### config.mk
export PLATFORM = sky130hd
export DESIGN_NAME = uart_rx
export DESIGN_NICKNAME = d
export VERILOG_FILES = /design/src/rtl/uart_rx.sv
export SDC_FILE = /design/constraint.sdc
export NUM_CORES = 1
export LEC_CHECK = 0
export CAP_MARGIN = 20
export CORE_MARGIN = 4
export CORE_UTILIZATION = 40
export DETAILED_ROUTE_END_ITERATION = 8
export PLACE_DENSITY_LB_ADDON = 0.3
export SYNTH_ARGS = -nofsm -noshare
export SYNTH_HDL_FRONTEND = slang
export SYNTH_SLANG_ARGS = --single-unit
export TNS_END_PERCENT = 100
### constraint.sdc
create_clock -name clk -period 5.72 [get_ports clk]
set_clock_uncertainty 0.15 [all_clocks]
set_input_delay 1.144 -clock clk [delete_from_list [all_inputs] [get_ports clk]]
set_output_delay 1.144 -clock clk [all_outputs]
set_load 0.05 [all_outputs]
### src/rtl/uart_rx.sv
// uart_rx: UART receiver for the uart_tx link.
// Frame on RxD: start bit, DATA_WIDTH data bits MSB first, parity bit, stop bit.
// Each bit is sampled once at its centre. The received word and its parity and
// framing flags are presented together with a one-cycle valid strobe.
module uart_rx #(
   parameter int DATA_WIDTH = 8,
   parameter int CLK_FREQ   = 100_000_000,
   parameter int BAUD_RATE  = 115_200,
   parameter int PARITY_ODD = 0
) (
   input  logic                  clk,
   input  logic                  reset,
   input  logic                  RxD,
   output logic [DATA_WIDTH-1:0] RxData,
   output logic                  valid,
   output logic                  parity_error,
   output logic                  frame_error,
   output logic                  busy
);

   localparam int CYCLES_PER_BIT = CLK_FREQ / BAUD_RATE;
   localparam int HALF_BIT       = CYCLES_PER_BIT / 2;
   localparam int CNT_W          = (CYCLES_PER_BIT > 1) ? $clog2(CYCLES_PER_BIT) : 1;
   localparam int IDX_W          = (DATA_WIDTH > 1) ? $clog2(DATA_WIDTH) : 1;

   localparam logic [CNT_W-1:0] CNT_LAST = CNT_W'(CYCLES_PER_BIT - 1);
   localparam logic [CNT_W-1:0] CNT_HALF = CNT_W'(HALF_BIT - 1);
   localparam logic [IDX_W-1:0] IDX_LAST = IDX_W'(DATA_WIDTH - 1);
   localparam logic             P_ODD    = (PARITY_ODD != 0);

   typedef enum logic [2:0] {
      IDLE,
      START,
      DATA,
      PARITY,
      STOP
   } state_t;

   // Synchronizer flops idle high so reset never looks like a start bit
   logic r_sync1;
   logic r_sync2;
   logic w_rx_s;

   state_t                r_state;
   logic [CNT_W-1:0]      r_cnt;
   logic [IDX_W-1:0]      r_idx;
   logic [DATA_WIDTH-1:0] r_shift;
   logic                  r_par;
   logic [DATA_WIDTH-1:0] r_data;
   logic                  r_valid;
   logic                  r_perr;
   logic                  r_ferr;
   logic                  r_busy;

   state_t                w_state_next;
   logic [CNT_W-1:0]      w_cnt_next;
   logic [IDX_W-1:0]      w_idx_next;
   logic [DATA_WIDTH-1:0] w_shift_next;
   logic                  w_par_next;
   logic [DATA_WIDTH-1:0] w_data_next;
   logic                  w_valid_next;
   logic                  w_perr_next;
   logic                  w_ferr_next;
   logic                  w_busy_next;

   // Two-flop synchronizer bringing the asynchronous RxD into the clk domain
   always_ff @(posedge clk or posedge reset) begin
      if (reset) begin
         r_sync1 <= 1'b1;
         r_sync2 <= 1'b1;
      end else begin
         r_sync1 <= RxD;
         r_sync2 <= r_sync1;
      end
   end

   assign w_rx_s = r_sync2;

   // State, counters, shift register and output registers
   always_ff @(posedge clk or posedge reset) begin
      if (reset) begin
         r_state <= IDLE;
         r_cnt   <= '0;
         r_idx   <= '0;
         r_shift <= '0;
         r_par   <= 1'b0;
         r_data  <= '0;
         r_valid <= 1'b0;
         r_perr  <= 1'b0;
         r_ferr  <= 1'b0;
         r_busy  <= 1'b0;
      end else begin
         r_state <= w_state_next;
         r_cnt   <= w_cnt_next;
         r_idx   <= w_idx_next;
         r_shift <= w_shift_next;
         r_par   <= w_par_next;
         r_data  <= w_data_next;
         r_valid <= w_valid_next;
         r_perr  <= w_perr_next;
         r_ferr  <= w_ferr_next;
         r_busy  <= w_busy_next;
      end
   end

   // Next-state logic: half-bit wait to the start-bit centre, then whole bits
   always_comb begin
      w_state_next = r_state;
      w_cnt_next   = r_cnt;
      w_idx_next   = r_idx;
      w_shift_next = r_shift;
      w_par_next   = r_par;
      w_data_next  = r_data;
      w_valid_next = 1'b0;
      w_perr_next  = r_perr;
      w_ferr_next  = r_ferr;

      case (r_state)
         IDLE: begin
            w_cnt_next = '0;
            if (!w_rx_s) begin
               w_state_next = START;
            end
         end

         START: begin
            if (r_cnt == CNT_HALF) begin
               w_cnt_next = '0;
               if (!w_rx_s) begin
                  w_state_next = DATA;
                  w_idx_next   = '0;
               end else begin
                  // Line went high again before the centre: glitch, not a start
                  w_state_next = IDLE;
               end
            end else begin
               w_cnt_next = r_cnt + CNT_W'(1);
            end
         end

         DATA: begin
            if (r_cnt == CNT_LAST) begin
               w_cnt_next   = '0;
               // MSB arrives first, so shifting in at the LSB leaves it on top
               w_shift_next = DATA_WIDTH'({r_shift, w_rx_s});
               w_idx_next   = r_idx + IDX_W'(1);
               if (r_idx == IDX_LAST) begin
                  w_state_next = PARITY;
               end
            end else begin
               w_cnt_next = r_cnt + CNT_W'(1);
            end
         end

         PARITY: begin
            if (r_cnt == CNT_LAST) begin
               w_cnt_next   = '0;
               w_par_next   = w_rx_s;
               w_state_next = STOP;
            end else begin
               w_cnt_next = r_cnt + CNT_W'(1);
            end
         end

         STOP: begin
            if (r_cnt == CNT_LAST) begin
               // Leaving at mid-stop-bit allows a following start bit with no gap
               w_cnt_next   = '0;
               w_data_next  = r_shift;
               w_perr_next  = (r_par != ((^r_shift) ^ P_ODD));
               w_ferr_next  = ~w_rx_s;
               w_valid_next = 1'b1;
               w_state_next = IDLE;
            end else begin
               w_cnt_next = r_cnt + CNT_W'(1);
            end
         end

         default: begin
            w_state_next = IDLE;
            w_cnt_next   = '0;
         end
      endcase

      w_busy_next = (w_state_next != IDLE);
   end

   assign RxData       = r_data;
   assign valid        = r_valid;
   assign parity_error = r_perr;
   assign frame_error  = r_ferr;
   assign busy         = r_busy;

endmodule

==> flow_metrics.tcl, run 1 <==
set metrics [dict create \
    status "complete, no violations" \
    critPathArrivalTime_ns 1.45 \
    nets 184 \
    slew_headroom 0.669 \
    diodes 0 \
    rsz0062_at_grt "false" \
    max_freq_mhz 365 \
    post_cts_buffers 0 \
    syn_area_mm2 0.00178 \
    avgSynthCellArea_um2 11.1 \
    cts_sinks 39 \
    die_area_mm2 0.00559 \
    cts_root_buffer "clkbuf_8" \
    cts_resized 0 \
    grt_pass1_vias 1074 \
    worst-path-buf-inv 1 \
    cts_tree "done" \
    p_per_area_mw_per_mm2 235 \
    path_clk_slew_ns 0.07 \
    dp_cells 222 \
    cts_buffers 5 \
    layout_commonest_cell "dfrtp_1" \
    slowest_delay_ns 0.80 \
    cp-end-kind "output port" \
    synth-xor-area-share 0.0836 \
    synth_compound_area_frac 0.0414 \
    vdd_ir_drop_max_mv 0.112 \
    firstDrtPassIters 4 \
    synth_top_area_share 0.520 \
    synth_mux_area_frac 0.0716 \
    drcViolationCount 0 \
    slew_violations 0 \
    fp.dieW_um 74.7 \
    antenna_found_initial 0 \
    area_growth_pct 16.4 \
    synth_area_leaders "dfrtp_1 (52%), mux2_2 (6.3%), nand2_1 (6.3%), xnor2_1 (5.9%), dfstp_2 (2.9%)" \
    final-setup-viol-count 0 \
    yosys.area.top_type "dfrtp_1" \
    start_util 0.412 \
    clock_latency_ns 0.29 \
    coreArea_mm2 0.00432 \
    cp-start-kind "flip-flop" \
    hp-class "flip-flop to flip-flop" \
    die_y_um 74.7 \
    path_cells "clkdlybuf4s50_1" \
    rr_startpoint "r_cnt[0]$_DFF_PP0_" \
    io_pins 15 \
    drive_above_1_share 0.163 \
    final_hold_viol_count 0 \
    h-tree-depth 2 \
    synth_nets 167 \
    worstMarginPinSlew_ns 0.495 \
    vias 1159 \
    drtIter0Drc 45 \
    grt_max_degree 40 \
    fillCellCount 420 \
    finalSetupTns_ns 0 \
    cp_data_required_time_ns 4.43 \
    cp_max_fo 2 \
    cp_slowest_cell "clkdlybuf4s50_1" \
    dp_hpwl_um 2040 \
    synthSimpleGateAreaFrac 0.206 \
    drv_cap 0 \
    post_drt_wl_per_cell_um 12.7 \
    criticalPathCategory "flip-flop to output port" \
    port_buffers 14 \
    overflow 0 \
    synth_top_family_by_area "simple AND/OR/NAND/NOR gates" \
    num_rows 24 \
    synth-seq-cells 39 \
    wirelength_um 2920 \
    fin_crit_sh 0.479 \
    final_cell_count_no_fill 230 \
    grt_pass1_wl_um 5080 \
    final.min_clock_period_ns 2.74 \
    place_congestion 0.806 \
    grtUsageTotal 0.120 \
    power.total_w 0.000488 \
    synth.distinct_cells 35 \
    critical-path-top-delay-family "buffers and inverters" \
    viasPerCell 5.04 \
    p_leak_nw 0.992 \
    cts_hold_buf 0 \
    syn_inst 160 \
    hold_start "r_sync1$_DFF_PP1_" \
    final_cell_mix "dfrtp_1 (37), nand2_1 (30), clkdlybuf4s50_1 (14), nor2_1 (13), xnor2_1 (12)" \
    synth_fa_ha_area_frac 0.0281 \
    startpoint "frame_error$_DFFE_PP0P_" \
    postRouteAntennaNets 0 \
    seq_area_frac_synth 0.549 \
    ys_warn_count 0 \
    clockBufferDepth 2 \
]
## through the flow
| step | hold slack (ns) | instance area [µm²] | util | setup WS [ns] |
|---|---|---|---|---|
| after floorplan | 0.195 | 1780 | - | 3.54 |
| after global placement | 0.197 | 1970 | 0.455 | 3.30 |
| final | 0.211 | 2070 | 0.479 | 2.98 |
| after global routing | 0.216 | 2070 | 0.479 | 2.93 |
| after CTS | 0.212 | 2070 | 0.479 | 2.96 |
| after detailed placement | 0.201 | 1970 | 0.455 | 3.28 |
## cell usage after synthesis (all sizes together)
master / number
a211o: 2
a22o: 2
a31oi: 1
and2: 1
and3: 3
and4: 3
and4bb: 3
buf: 3
clkbuf: 2
dfrtp: 37
dfstp: 2
ha: 4
inv: 3
mux2: 11
nand2: 30
nand3: 6
nand4: 2
nor2: 14
nor2b: 2
nor3: 1
nor3b: 1
nor4b: 1
o211ai: 1
o21ai: 5
or2: 1
or3: 2
xnor2: 12
xor2: 5
## cell type report
class,count,area [µm²],area share
clock buffers,7,96.3,0.0465
clock inverters,1,7.51,0.00362
inverters,3,11.3,0.00543
flip-flops and latches,39,978,0.472
well taps,52,65.1,0.0314
multi-input cells,113,767,0.370
repair buffers,15,148,0.0712
## worst paths after layout
kind,cells past startpoint,slack (ns),endpoint
max,1,2.98,frame_error
min,0,0.21,r_sync2$_DFF_PP1_
max reg2reg,5,3.53,r_idx[0]$_DFFE_PP0P_
min reg2reg,0,0.21,r_sync2$_DFF_PP1_
max in group asynchronous,3,3.95,r_sync1$_DFF_PP1_
min in group asynchronous,3,1.12,RxData[2]$_DFFE_PP0P_
## routing by layer
| layer | global-route usage | share of wire |
|---|---|---|
| met5 | 0 | 0 |
| met4 | 0.0415 | 0.0062 |
| met3 | 0.0401 | 0.038 |
| met2 | 0.187 | 0.48 |
| met1 | 0.156 | 0.47 |
## logic make-up (layout without fill, tap and decap cells)
group	after synthesis	count (layout)
adder cells (fa/ha/maj)	4	4
XOR/XNOR	17	17
AND/OR/NAND/NOR	70	70
multiplexers	11	11
AO/OA/AOI/OAI	11	11
flip-flops	39	39
buffers and inverters	8	26
## worst reg2reg max path: stages (launching register included)
cell      delay (ns)
dfrtp_1         0.38
ha_1            0.23
and4bb_1        0.24
and4_1          0.52
o21ai_0         0.24
mux2_2          0.31
## report_power, final
group          switching [W]  internal (W)
Sequential       0.000000619      0.000277
Clock              0.0000937      0.000110
Combinational     0.00000542    0.00000188
## flip-flops by register name, summed over array words and instances, names as in the netlist
| name | flops |
|---|---|
| RxData | 8 |
| busy | 1 |
| frame_error | 1 |
| parity_error | 1 |
| r_cnt | 10 |
| r_idx | 3 |
| r_par | 1 |
| r_shift | 8 |
| r_state | 3 |
| r_sync1 | 1 |
| r_sync2 | 1 |
| valid | 1 |
Note: power is estimated with default switching activity, not from simulation.
==> run 2, diff against run 1 <==
==> constraint.sdc (replaced) <==
create_clock -name clk -period 2.3 [get_ports clk]
set_clock_uncertainty 0.15 [all_clocks]
set_input_delay 0.46 -clock clk [delete_from_list [all_inputs] [get_ports clk]]
set_output_delay 0.46 -clock clk [all_outputs]
set_load 0.05 [all_outputs]
==> run 2 against run 1 <==
Against the previous run: sequential share of layout area down 0.56 points; hold slack better by 0.00096 ns; sequential power up 150%; largest cell class unchanged; largest power group unchanged.
==> flow_metrics.tcl, run 2 (synthesis gave the netlist of run 1 again) <==
set metrics [dict create \
    dpl_cell_area_mm2 0.00198 \
    cts_tree "done" \
    viasPerCell 4.95 \
    diodes 0 \
    dp_hpwl_um 2190 \
    wirelength_um 3070 \
    port_buffers 14 \
    wl_met3_um 85 \
    place_congestion 0.823 \
    io_pins 15 \
    setup_slack_ns 0.193 \
    final-setup-viol-count 0 \
    drtIter0Drc 72 \
    final.min_clock_period_ns 2.11 \
    cp_slowest_cell "clkdlybuf4s50_1" \
    slowest_delay_ns 0.83 \
    status "complete, no violations" \
    multi_input_area_um2 768 \
    fp.dieW_um 74.7 \
    finalInstanceArea_mm2 0.00210 \
    drv_cap 0 \
    cts_buffers 5 \
    path_clk_slew_ns 0.08 \
    cp_data_required_time_ns 1.69 \
    hp-class "flip-flop to flip-flop" \
    grtUsageTotal 0.123 \
    postRouteAntennaNets 0 \
    rsz0062_at_grt "false" \
    drt-met1-wl_um 1430 \
    dp_cells 224 \
    final_hold_viol_count 0 \
    post_drt_wl_per_cell_um 13.2 \
    overflow 0 \
    critPathArrivalTime_ns 1.50 \
    drcViolationCount 0 \
    finalSetupTns_ns 0 \
    h-tree-depth 2 \
    max_freq_mhz 475 \
    p_leak_nw 1.01 \
    final_cell_count_no_fill 232 \
    cp_max_fo 2 \
    seq_area_um2 978 \
    final_cell_mix "dfrtp_1 (37), nand2_1 (30), clkdlybuf4s50_1 (14), nor2_1 (13), xnor2_1 (12)" \
    cts_sinks 39 \
    wl_met2_um 1530 \
    vias 1149 \
    layout_commonest_cell "dfrtp_1" \
    area_growth_pct 17.8 \
    critical-path-top-delay-family "buffers and inverters" \
    slew_headroom 0.651 \
    path_cells "clkdlybuf4s50_1" \
    die_y_um 74.7 \
    worstMarginPinSlew_ns 0.521 \
    criticalPathCategory "flip-flop to output port" \
    firstDrtPassIters 4 \
    post_cts_buffers 0 \
    cp-end-kind "output port" \
    die_area_mm2 0.00559 \
    cp-start-kind "flip-flop" \
    grt_pass1_wl_um 5160 \
    slew_violations 0 \
    largest_register "r_cnt" \
    vdd_ir_drop_max_mv 0.378 \
    num_rows 24 \
    start_util 0.412 \
    clock_latency_ns 0.29 \
    highest_layer "met4" \
    coreArea_mm2 0.00432 \
    p_per_area_mw_per_mm2 611 \
    antenna_found_initial 0 \
    largest_reg_flops 10 \
    drive_above_1_share 0.178 \
    clockBufferDepth 2 \
    nets 186 \
    fin_crit_sh 0.916 \
    grt_pass1_vias 1123 \
    cts_root_buffer "clkbuf_8" \
    dp_slack_ns 0.0839 \
    fillCellCount 410 \
    grt_max_degree 40 \
    worst-path-buf-inv 1 \
]
==> run 2: cell count changes in the layout (fill, tap and decap cells not counted) <==
cell | before | now
clkinvlp_4 | 1 | 0
clkinv_4 | 0 | 1
and4_2 | 0 | 1
bufinv_16 | 0 | 1
and4_1 | 3 | 2
buf_4 | 1 | 3
clkinv_2 | 0 | 1
clkbuf_8 | 7 | 5
==> run 2: cell type report <==
type,instances,area share
sequential,39,0.466
multi-input combinational,113,0.366
timing repair buffer,17,0.0775
clock buffer,5,0.0328
tap,52,0.0310
clock inverter,3,0.0209
inverter,3,0.00537
==> run 2: where the power goes <==
group	internal (W)	switching [W]
Combinational	0.00000469	0.0000136
Clock	0.000323	0.000251
Sequential	0.000688	0.00000170
Total	0.00102	0.000266
==> run 2: final timing paths <==
| path | start | end | slack (ns) | cells past startpoint |
|---|---|---|---|---|
| worst min register to register | r_sync1$_DFF_PP1_ | r_sync2$_DFF_PP1_ | 0.21 | 0 |
| min in group asynchronous | reset | r_shift[4]$_DFFE_PP0P_ | 0.43 | 3 |
| worst max register to register | r_cnt[0]$_DFF_PP0_ | r_idx[0]$_DFFE_PP0P_ | 0.21 | 5 |
| max in group asynchronous | reset | r_sync2$_DFF_PP1_ | 1.22 | 3 |
| worst max-delay path | RxData[4]$_DFFE_PP0P_ | RxData[4] | 0.19 | 1 |
| worst min-delay path | r_sync1$_DFF_PP1_ | r_sync2$_DFF_PP1_ | 0.21 | 0 |
==> run 2: per-layer routing <==
metal  up-vias  global-route usage
met5         -                   0
met4         0              0.0474
met3         2              0.0401
met2        13               0.204
met1       559               0.149
li1        575                   -
==> run 2: metrics by stage <==
step	hold WS, ns	total power, W	util
floorplan	0.195	0.000714	-
global placement	0.200	0.000722	0.459
detailed placement	0.201	0.000723	0.459
CTS	0.213	0.00130	0.485
global route	0.219	0.00133	0.485
finish	0.212	0.00128	0.485
==> run 2: timing repair <==
item / CTS / global route
endpoints found under the setup margin: 0 / 1
hold buffers: 0 / 0
resized for setup: 0 / 1
